[src/rtl/fetch_unit_if.sv]
// Instruction memory read bus between fetch_unit (master) and instruction memory (slave).
// Optional feature macro: FETCH_ABORT_EN adds mem_abort, qualified by mem_ack.
interface fetch_unit_if;
    logic        mem_req;
    logic [31:0] mem_addr;
    logic        mem_ack;
    logic [31:0] mem_rdata;
`ifdef FETCH_ABORT_EN
    logic        mem_abort;

    modport master (output mem_req, output mem_addr,
                    input  mem_ack, input  mem_rdata, input  mem_abort);
    modport slave  (input  mem_req, input  mem_addr,
                    output mem_ack, output mem_rdata, output mem_abort);
`else
    modport master (output mem_req, output mem_addr,
                    input  mem_ack, input  mem_rdata);
    modport slave  (input  mem_req, input  mem_addr,
                    output mem_ack, output mem_rdata);
`endif
endinterface

[src/rtl/fetch_unit.sv]
// Instruction fetch stage: owns the fetch PC, issues one outstanding word read at a time,
// buffers fetched words in a small prefetch FIFO and presents the head to decode.
// branch_taken flushes the FIFO and redirects; an unacked request is drained first.
// Optional feature macro: FETCH_ABORT_EN adds a per-entry abort bit (mem_abort -> instr_abort).
module fetch_unit #(
    parameter logic [31:0] RESET_PC   = 32'h0000_0000,
    parameter int unsigned FIFO_DEPTH = 2
) (
    input  logic                clk1,
    input  logic                rst,
    fetch_unit_if.master        mem,
    input  logic                branch_taken,
    input  logic [31:0]         branch_target,
    output logic                instr_valid,
    output logic [31:0]         instr,
    output logic [31:0]         instr_pc,
    output logic [31:0]         pc_plus8,
    input  logic                instr_ready
`ifdef FETCH_ABORT_EN
    ,
    output logic                instr_abort
`endif
);

    localparam int unsigned PtrW = $clog2(FIFO_DEPTH);
    localparam int unsigned CntW = PtrW + 1;

    typedef enum logic [1:0] {StIdle, StReq, StDrain} state_e;

    state_e            state_q, state_d;
    logic [31:0]       fetch_pc_q;
    logic [31:0]       drain_addr_q;
    logic [PtrW-1:0]   wr_ptr_q, rd_ptr_q;
    logic [CntW-1:0]   count_q;
    logic [31:0]       pc_mem_q   [FIFO_DEPTH];
    logic [31:0]       data_mem_q [FIFO_DEPTH];
`ifdef FETCH_ABORT_EN
    logic              abort_mem_q [FIFO_DEPTH];
`endif

    logic              pop;
    logic              push;
    logic [CntW-1:0]   count_after_pop;
    logic [CntW-1:0]   count_after_push;
    logic              unused_target_lsbs;

    // Target is forced word-aligned; the low bits are intentionally dropped.
    assign unused_target_lsbs = ^branch_target[1:0];

    assign pop              = instr_valid && instr_ready;
    // Ack data arriving with a branch belongs to the old stream and is dropped.
    assign push             = (state_q == StReq) && mem.mem_ack && !branch_taken;
    assign count_after_pop  = count_q - CntW'(pop);
    assign count_after_push = count_after_pop + CntW'(push);

    // State register.
    always_ff @(posedge clk1) begin
        if (rst) begin
            state_q <= StIdle;
        end else begin
            state_q <= state_d;
        end
    end

    // Next-state: branch has priority; a request in flight must be drained before redirect.
    always_comb begin
        state_d = state_q;
        if (branch_taken) begin
            unique case (state_q)
                StReq:   state_d = mem.mem_ack ? StReq : StDrain;
                StDrain: state_d = mem.mem_ack ? StReq : StDrain;
                default: state_d = StReq;
            endcase
        end else begin
            unique case (state_q)
                StIdle:  state_d = (count_after_pop < CntW'(FIFO_DEPTH)) ? StReq : StIdle;
                StReq: begin
                    if (mem.mem_ack) begin
                        state_d = (count_after_push < CntW'(FIFO_DEPTH)) ? StReq : StIdle;
                    end
                end
                StDrain: state_d = mem.mem_ack ? StReq : StDrain;
                default: state_d = StIdle;
            endcase
        end
    end

    // Outputs: bus request from state, decode-side view from the FIFO head.
    always_comb begin
        mem.mem_req  = (state_q != StIdle);
        mem.mem_addr = (state_q == StDrain) ? drain_addr_q : fetch_pc_q;
        instr_valid  = (count_q != '0);
        instr        = instr_valid ? data_mem_q[rd_ptr_q] : 32'h0;
        instr_pc     = instr_valid ? pc_mem_q[rd_ptr_q] : 32'h0;
        pc_plus8     = instr_valid ? (pc_mem_q[rd_ptr_q] + 32'd8) : 32'h0;
`ifdef FETCH_ABORT_EN
        instr_abort  = instr_valid && abort_mem_q[rd_ptr_q];
`endif
    end

    // Fetch PC, drain address and FIFO pointers/occupancy.
    always_ff @(posedge clk1) begin
        if (rst) begin
            fetch_pc_q   <= RESET_PC & ~32'h3;
            drain_addr_q <= 32'h0;
            wr_ptr_q     <= '0;
            rd_ptr_q     <= '0;
            count_q      <= '0;
        end else if (branch_taken) begin
            fetch_pc_q <= {branch_target[31:2], 2'b00};
            wr_ptr_q   <= '0;
            rd_ptr_q   <= '0;
            count_q    <= '0;
            // Drain keeps presenting the address of the abandoned request.
            if (state_q == StReq) begin
                drain_addr_q <= fetch_pc_q;
            end
        end else begin
            if (push) begin
                fetch_pc_q <= fetch_pc_q + 32'd4;
                wr_ptr_q   <= wr_ptr_q + PtrW'(1);
            end
            if (pop) begin
                rd_ptr_q <= rd_ptr_q + PtrW'(1);
            end
            count_q <= count_after_push;
        end
    end

    // FIFO storage; contents are only observed through valid-qualified outputs.
    always_ff @(posedge clk1) begin
        if (push) begin
            pc_mem_q[wr_ptr_q]    <= fetch_pc_q;
            data_mem_q[wr_ptr_q]  <= mem.mem_rdata;
`ifdef FETCH_ABORT_EN
            abort_mem_q[wr_ptr_q] <= mem.mem_abort;
`endif
        end
    end

endmodule

[src/flat_wrapper.sv]
// flat-port wrapper written by rule: the top's interface ports become plain ports
module fetch_unit_flat 
#(
    parameter logic [31:0] RESET_PC   = 32'h0000_0000,
    parameter int unsigned FIFO_DEPTH = 2
)
  (clk1, rst, branch_taken, branch_target, instr_valid, instr, instr_pc, pc_plus8, instr_ready, mem_mem_req, mem_mem_addr, mem_mem_ack, mem_mem_rdata);
  fetch_unit_if mem_i ();
  input  logic clk1;
  input  logic rst;
  input  logic branch_taken;
  input  logic [31:0] branch_target;
  output logic instr_valid;
  output logic [31:0] instr;
  output logic [31:0] instr_pc;
  output logic [31:0] pc_plus8;
  input  logic instr_ready;
  output wire logic [$bits(mem_i.mem_req)-1:0] mem_mem_req;
  output wire logic [$bits(mem_i.mem_addr)-1:0] mem_mem_addr;
  input wire logic [$bits(mem_i.mem_ack)-1:0] mem_mem_ack;
  input wire logic [$bits(mem_i.mem_rdata)-1:0] mem_mem_rdata;
  assign mem_mem_req = mem_i.mem_req;
  assign mem_mem_addr = mem_i.mem_addr;
  assign mem_i.mem_ack = mem_mem_ack;
  assign mem_i.mem_rdata = mem_mem_rdata;
  fetch_unit #(.RESET_PC(RESET_PC), .FIFO_DEPTH(FIFO_DEPTH)) u_core (.clk1(clk1), .rst(rst), .mem(mem_i), .branch_taken(branch_taken), .branch_target(branch_target), .instr_valid(instr_valid), .instr(instr), .instr_pc(instr_pc), .pc_plus8(pc_plus8), .instr_ready(instr_ready));
endmodule
[config.mk]
export PLATFORM = sky130hd
export DESIGN_NAME = fetch_unit_flat
export DESIGN_NICKNAME = d
export VERILOG_FILES = /design/src/rtl/fetch_unit_if.sv /design/src/rtl/fetch_unit.sv /design/src/flat_wrapper.sv
export SDC_FILE = /design/constraint.sdc
export NUM_CORES = 1
export LEC_CHECK = 0
export CORE_UTILIZATION = 50
export DETAILED_ROUTE_END_ITERATION = 12
export GPL_TIMING_DRIVEN = 0
export PLACE_DENSITY = 0.77
export REMOVE_ABC_BUFFERS = 1
export SYNTH_ARGS = -nofsm -noshare
export SYNTH_HDL_FRONTEND = slang
export SYNTH_SLANG_ARGS = --single-unit
[constraint.sdc]
create_clock -name clk1 -period 8.36 [get_ports clk1]
set_input_delay 1.254 -clock clk1 [delete_from_list [all_inputs] [get_ports clk1]]
set_output_delay 1.254 -clock clk1 [all_outputs]
set_load 0.02 [all_outputs]
==> results_dict.tcl, run 1 <==
set metrics [dict create \
    status "completed" \
    netlist_area_sq_mm 0.00906 \
    io_pins 199 \
    synth_cell_type_count 60 \
    finalSetupViolations 0 \
    cts_hold_buf 0 \
    ys_ff_latch 191 \
    grt_usage_pct 21.9 \
    area_growth_syn_to_layout_pct 29.8 \
    synth_compound_area_share_pct 7.45 \
    drtPass1Iterations 4 \
    seq_area_frac_synth_pct 55.9 \
    yosysWarnings 0 \
    synth_xor_xnor_area_share_pct 4.41 \
    placementRows 48 \
    synth_ff_type "edfxtp_1" \
    grt_pass1_vias 5924 \
    drtAntennaViolNets 0 \
    grt_max_degree 65 \
    h-tree-depth 4 \
    seqPwrFrac_pct 49.1 \
    fmax_mhz 202 \
    wire_per_inst_um 16.5 \
    critPathLaunchType "flip-flop" \
    ctsLongestPathBuffers 2 \
    p_int_uw 1650 \
    die_area_sq_mm 0.0187 \
    synthCells 818 \
    syn_area_per_cell_sq_um 11.1 \
    numCtsBuffers 17 \
    finalNetCount 1059 \
    worstHoldPathType "reg2reg" \
    regArea_sq_mm 0.00507 \
    drc_errors 0 \
    design_area_sq_mm 0.0118 \
    timing.final.crit_period_ps 4950 \
    cts-root-buf "clkbuf_16" \
    port_buffers 190 \
    postCtsSetupRepairBufs 0 \
    postLayoutCoreUtil_pct 67.3 \
    dpl_cell_area_sq_mm 0.0111 \
    worstPathRequired_ps 7110 \
    wl_um 20200 \
    fp.dieW_um 137 \
    synth-async-reset-ratio_pct 0 \
    p_leak_uw 0.00387 \
    num_vias 6567 \
    skew_ps 8.04 \
    cts_resized 0 \
    multiInputGateArea_sq_mm 0.00366 \
    p_sw_uw 508 \
    fillers 1358 \
    synth_top_family_by_area "simple AND/OR/NAND/NOR gates" \
    setup-tns-final_ps 0 \
    grt_antenna_before_repair 0 \
    drive_above_1_share_pct 8.84 \
    swShare_pct 23.5 \
    cts_sinks 191 \
    post-dp-hpwl_um 14100 \
    gr-total-overflow 0 \
    dieHeight_um 137 \
    crit_arrival_ps 3700 \
    gp_congestion 0.844 \
    power_density_mw_per_mm2 184 \
    report.final.slew_viol_count 0 \
    path_clk_slew_ps 70 \
    maxCapViolCount 0 \
    ir_drop_v 0.000140 \
    cp_max_fo 64 \
    synthSimpleGateAreaFrac_pct 16.6 \
    viasPerCell 5.38 \
    cts_tree "done" \
    synth_edf_count 124 \
    antennaDiodeCount 0 \
    p_clk_share_pct 40.1 \
    synthAdderAreaFrac_pct 1.11 \
    start_util_pct 51.8 \
    core_sq_mm 0.0175 \
    relSlewSlack_pct 19.3 \
    worst_pin_slew_ps 1210 \
    crit_path_end_kind "output port" \
    drt_iter0_markers 280 \
    worst_skew_pair.late_latency_ps 420 \
    worstSetupPathType "reg2out" \
    post-route-period-util_pct 59.2 \
    grt_pass1_wl_um 31100 \
    hold_viol 0 \
    synth_mux_area_share_pct 10.3 \
    rsz0062_at_grt "false" \
    comb_power_share_pct 10.7 \
]
==> worst paths after layout <==
check,start,to,slack (ps),cells past startpoint
worst min-delay path,u_core.drain_addr_q[9],u_core.drain_addr_q[9],450,2
worst min register to register,u_core.drain_addr_q[9],u_core.drain_addr_q[9],450,2
worst max register to register,u_core.count_q[1],u_core.state_q[0],5340,13
worst max-delay path,flip-flop,pc_plus8[25],3410,6
==> sequential cells by signal, summed over array words and instances (netlist names), named ones only <==
register and count:
u_core.fetch_pc_q 30, u_core.count_q 2, u_core.pc_mem_q 60, u_core.drain_addr_q 30, u_core.rd_ptr_q 1, u_core.state_q 2
u_core.wr_ptr_q 1, u_core.data_mem_q 64
==> logic make-up after synthesis <==
kind of cell / count (synthesis)
buf+inv: 74
fa+ha+maj: 8
flops: 191
compound gates: 102
other cells: 1
mux: 90
simple gates: 308
xor+xnor: 44
==> layout make-up <==
cell class / instances / area share (%)
inverters: 14 / 0.447
clock buffers: 20 / 3.72
clock inverters: 12 / 1.68
well taps: 225 / 2.40
multi-input cells: 558 / 31.1
flip-flops and latches: 191 / 43.1
repair buffers: 200 / 17.5
==> cell usage after synthesis, types with 9 or more instances <==
cell type	instances	area share, %
a21oi_1	46	2.5
nand3_1	17	0.94
buf_2	9	0.50
xnor2_1	25	2.4
nor2_1	102	4.2
o21ai_0	11	0.61
edfxtp_1	124	41
buf_4	9	0.75
clkbuf_1	27	1.1
nand2_1	99	4.1
nor3_1	27	1.5
xor2_1	18	1.7
a211oi_1	19	1.6
nand4_1	18	1.2
mux2i_1	61	6.7
mux2_2	29	3.6
inv_1	13	0.54
dfxtp_1	67	15
==> worst max-delay path: stages, from the launching register on <==
cell and delay (ps):
dfxtp_4 570, buf_16 360, nand4_1 220, a21oi_1 780, nand4b_1 270, o31ai_1 350, clkdlybuf4s50_1 690
==> placed cells by master, fill, tap and decap left out, types with 6 or more instances in the layout <==
| cell | count |
|---|---|
| buf_6 | 6 |
| xnor2_1 | 25 |
| xor2_1 | 18 |
| o21ai_0 | 11 |
| mux2_2 | 29 |
| nand4_1 | 18 |
| a211oi_1 | 19 |
| inv_1 | 13 |
| edfxtp_1 | 124 |
| nand2_1 | 99 |
| a21oi_1 | 46 |
| clkdlybuf4s50_1 | 189 |
| conb_1 | 6 |
| dfxtp_1 | 66 |
| and4_1 | 6 |
| mux2i_1 | 61 |
| nor3_1 | 26 |
| nor2_1 | 101 |
| and2_1 | 6 |
| ha_1 | 7 |
| clkbuf_16 | 17 |
| nand3_1 | 17 |
==> through the flow <==
| step | worst slack [ps] | hold slack [ps] | instances | total power [uW] |
|---|---|---|---|---|
| floorplan | 2190 | 427 | 763 | 1190 |
| global route | 3120 | 469 | 1220 | 2230 |
| finish | 3410 | 454 | 1220 | 2160 |
| CTS | 3370 | 454 | 1220 | 2180 |
| global placement | -1440 | 438 | 1178 | 1310 |
| detailed placement | 3840 | 443 | 1188 | 1310 |
==> per-layer routing <==
metal  vias up  global-route usage, %  share of wire [%]
li1       3247                      -                  -
met1      3125                   28.5                 45
met2       169                   36.8                 49
met3        26                   3.30                3.7
met4         0                   8.33                2.4
met5         -                      0                  0
==> power by group through the flow <==
stage / combinational [uW] / clock (uW) / sequential (uW)
6_report: 232 / 868 / 1060
5_1_grt: 250 / 918 / 1060
4_1_cts: 234 / 882 / 1060
3_5_place_dp: 233 / 0 / 1080
3_3_place_gp: 225 / 0 / 1080
2_1_floorplan: 119 / 0 / 1080
Note: power is estimated with default switching activity, not from simulation.
==> run 2: changes to the inputs <==
--- a/config.mk
+++ b/config.mk
@@ -5,10 +5,10 @@
 export SDC_FILE = /design/constraint.sdc
 export NUM_CORES = 1
 export LEC_CHECK = 0
-export CORE_UTILIZATION = 50
+export CORE_UTILIZATION = 46
 export DETAILED_ROUTE_END_ITERATION = 12
 export GPL_TIMING_DRIVEN = 0
-export PLACE_DENSITY = 0.77
+export PLACE_DENSITY = 0.75
 export REMOVE_ABC_BUFFERS = 1
 export SYNTH_ARGS = -nofsm -noshare
 export SYNTH_HDL_FRONTEND = slang
==> constraint.sdc (replaced) <==
create_clock -name clk1 -period 4.5 [get_ports clk1]
set_input_delay 0.675 -clock clk1 [delete_from_list [all_inputs] [get_ports clk1]]
set_output_delay 0.675 -clock clk1 [all_outputs]
set_load 0.02 [all_outputs]
==> results_dict.tcl, run 2 (synthesized netlist as in run 1, its figures left out) <==
set metrics [dict create \
    status "completed" \
    grt_max_degree 63 \
    die_area_sq_mm 0.0203 \
    cp_cell_sequence "buf_16 -> mux2_2 -> ha_1 -> inv_1 -> nor4_4 -> buf_4 -> buf_4 -> nand3_1 -> xnor2_1 -> o2bb2ai_1 -> clkdlybuf4s50_1" \
    worstPathRequired_ps 3830 \
    fmax_mhz 234 \
    path_buf_inv 5 \
    critPathLaunchType "flip-flop" \
    drtPass1Iterations 4 \
    r2r_cells 13 \
    report.final.slew_viol_count 0 \
    relSlewSlack_pct 22.3 \
    power_density_mw_per_mm2 331 \
    post-route-period-util_pct 94.9 \
    drive_above_1_share_pct 9.61 \
    p_sw_uw 929 \
    dieHeight_um 142 \
    worst_skew_pair.late_latency_ps 430 \
    io_pins 199 \
    maxCapViolCount 0 \
    cts-root-buf "clkbuf_16" \
    wire_per_inst_um 16.6 \
    comb_power_share_pct 11.1 \
    critPathSlowestCell "dfxtp_4" \
    worstSetupPathType "reg2out" \
    numCtsBuffers 17 \
    pre_cts_ws_ps 181 \
    crit_arrival_ps 3600 \
    fin_cells 1259 \
    timing.final.ws_setup_ps 230 \
    hold_depth 2 \
    placementRows 50 \
    skew_ps 11.9 \
    wl_um 20900 \
    h-tree-depth 4 \
    crit_path_end_kind "output port" \
    setup-tns-final_ps 0 \
    post-dp-hpwl_um 14400 \
    path_common_cell "buf_4" \
    start_util_pct 47.6 \
    seqPwrFrac_pct 50.6 \
    timing.final.crit_period_ps 4270 \
    rsz0062_at_grt "false" \
    dp_cells 1223 \
    port_buffers 190 \
    critPathTopFamily "buffers and inverters" \
    grt_usage_pct 21.0 \
    cts_hold_buf 0 \
    hold_viol 0 \
    hp-start "u_core.drain_addr_q[26]" \
    largest_reg_flops 64 \
    whs_endpoint "u_core.drain_addr_q[26]" \
    ctsLongestPathBuffers 2 \
    finalNetCount 1063 \
    p_leak_uw 0.00389 \
    drt_iter0_markers 303 \
    final_common_cell "clkdlybuf4s50_1" \
    viasPerCell 5.25 \
    cts_tree "done" \
    r2r_start "u_core.count_q[1]" \
    core_sq_mm 0.0190 \
    rrSetupSlack_ps 1460 \
    design_area_sq_mm 0.0118 \
    fp.dieW_um 142 \
    drtAntennaViolNets 0 \
    worstHoldPathType "reg2reg" \
    reg.largest.list "u_core.data_mem_q (64), u_core.pc_mem_q (60)" \
    path_clk_slew_ps 70 \
    gr-total-overflow 0 \
    postLayoutCoreUtil_pct 62.0 \
    area_growth_syn_to_layout_pct 30.3 \
    grt_pass1_vias 6141 \
    p_int_uw 2970 \
    dpl_cell_area_sq_mm 0.0112 \
    worst_pin_slew_ps 1160 \
    layout_common_cells "clkdlybuf4s50_1 (189), edfxtp_1 (124), nor2_1 (101)" \
    cts_sinks 191 \
    finalSetupViolations 0 \
    num_vias 6610 \
    worst-path-stages 11 \
    p_clk_share_pct 38.3 \
    grt_pass1_wl_um 32600 \
    top_register "u_core.data_mem_q" \
    drc_errors 0 \
    antennaDiodeCount 0 \
    cp_max_fo 52 \
    slowest_delay_ps 710 \
    grt_antenna_before_repair 0 \
    ir_drop_v 0.000243 \
    rr_endpoint "u_core.state_q[0]" \
    gp_congestion 0.791 \
    swShare_pct 23.8 \
]
[run 2: cell count changes in the layout (fill, tap and decap cells not counted), moves of 3 or more]
cell and delta:
clkbuf_1 -3, clkbuf_16 +3, bufinv_16 -4, clkinv_4 +3, inv_6 -3, buf_4 +4, clkinv_2 +3
[run 2: layer usage]
layer / track usage (%) / share of wire, %
met3: 4.24 / 4.6
met2: 35.6 / 49
met1: 26.8 / 45
met5: 0 / 0
met4: 6.51 / 1.4
[run 2: layout make-up]
| cell class | instances | area [sq um] |
|---|---|---|
| Inverter | 14 | 52.6 |
| Multi-Input combinational cell | 558 | 3660 |
| Clock buffer | 23 | 533 |
| Fill cell | 1554 | 7220 |
| Clock inverter | 9 | 67.6 |
| Sequential cell | 191 | 5070 |
| Timing Repair Buffer | 204 | 2090 |
| Tap cell | 260 | 325 |
[run 2: stage by stage]
stage	total power (uW)	hold WS (ps)
after global routing	4040	469
after CTS	3930	456
after floorplan	2220	427
after global placement	2430	438
after detailed placement	2440	445
final	3900	455
[run 2: worst max-delay path by stage]
stage | slack (ps) | from | to
final | 230 | flip-flop | pc_plus8[13]
after global routing | 5 | flip-flop | pc_plus8[31]
after CTS | 80 | flip-flop | pc_plus8[26]
after global placement | -4680 | branch_taken | u_core.data_mem_q[0][24]
after floorplan | -1100 | u_core.state_q[1] | u_core.data_mem_q[0][0]
after detailed placement | 180 | flip-flop | pc_plus8[31]
[run 2: power by group through the flow]
stage | combinational (uW) | clock (uW) | sequential [uW]
3_5_place_dp | 433 | 0 | 2010
6_report | 432 | 1490 | 1970
2_1_floorplan | 221 | 0 | 2000
5_1_grt | 465 | 1590 | 1980
4_1_cts | 436 | 1520 | 1970
3_3_place_gp | 419 | 0 | 2020
[run 2: timing repair]
action,in CTS,in global routing
pin swaps,1,0
buffers inserted,4,0
gates resized for setup,0,1
endpoints found under the setup margin,9,8
[run 2: tightest hold or removal path: stages, from the launching register on]
cell and delay, ps:
dfxtp_1 310, nand2_1 50, a21oi_1 50
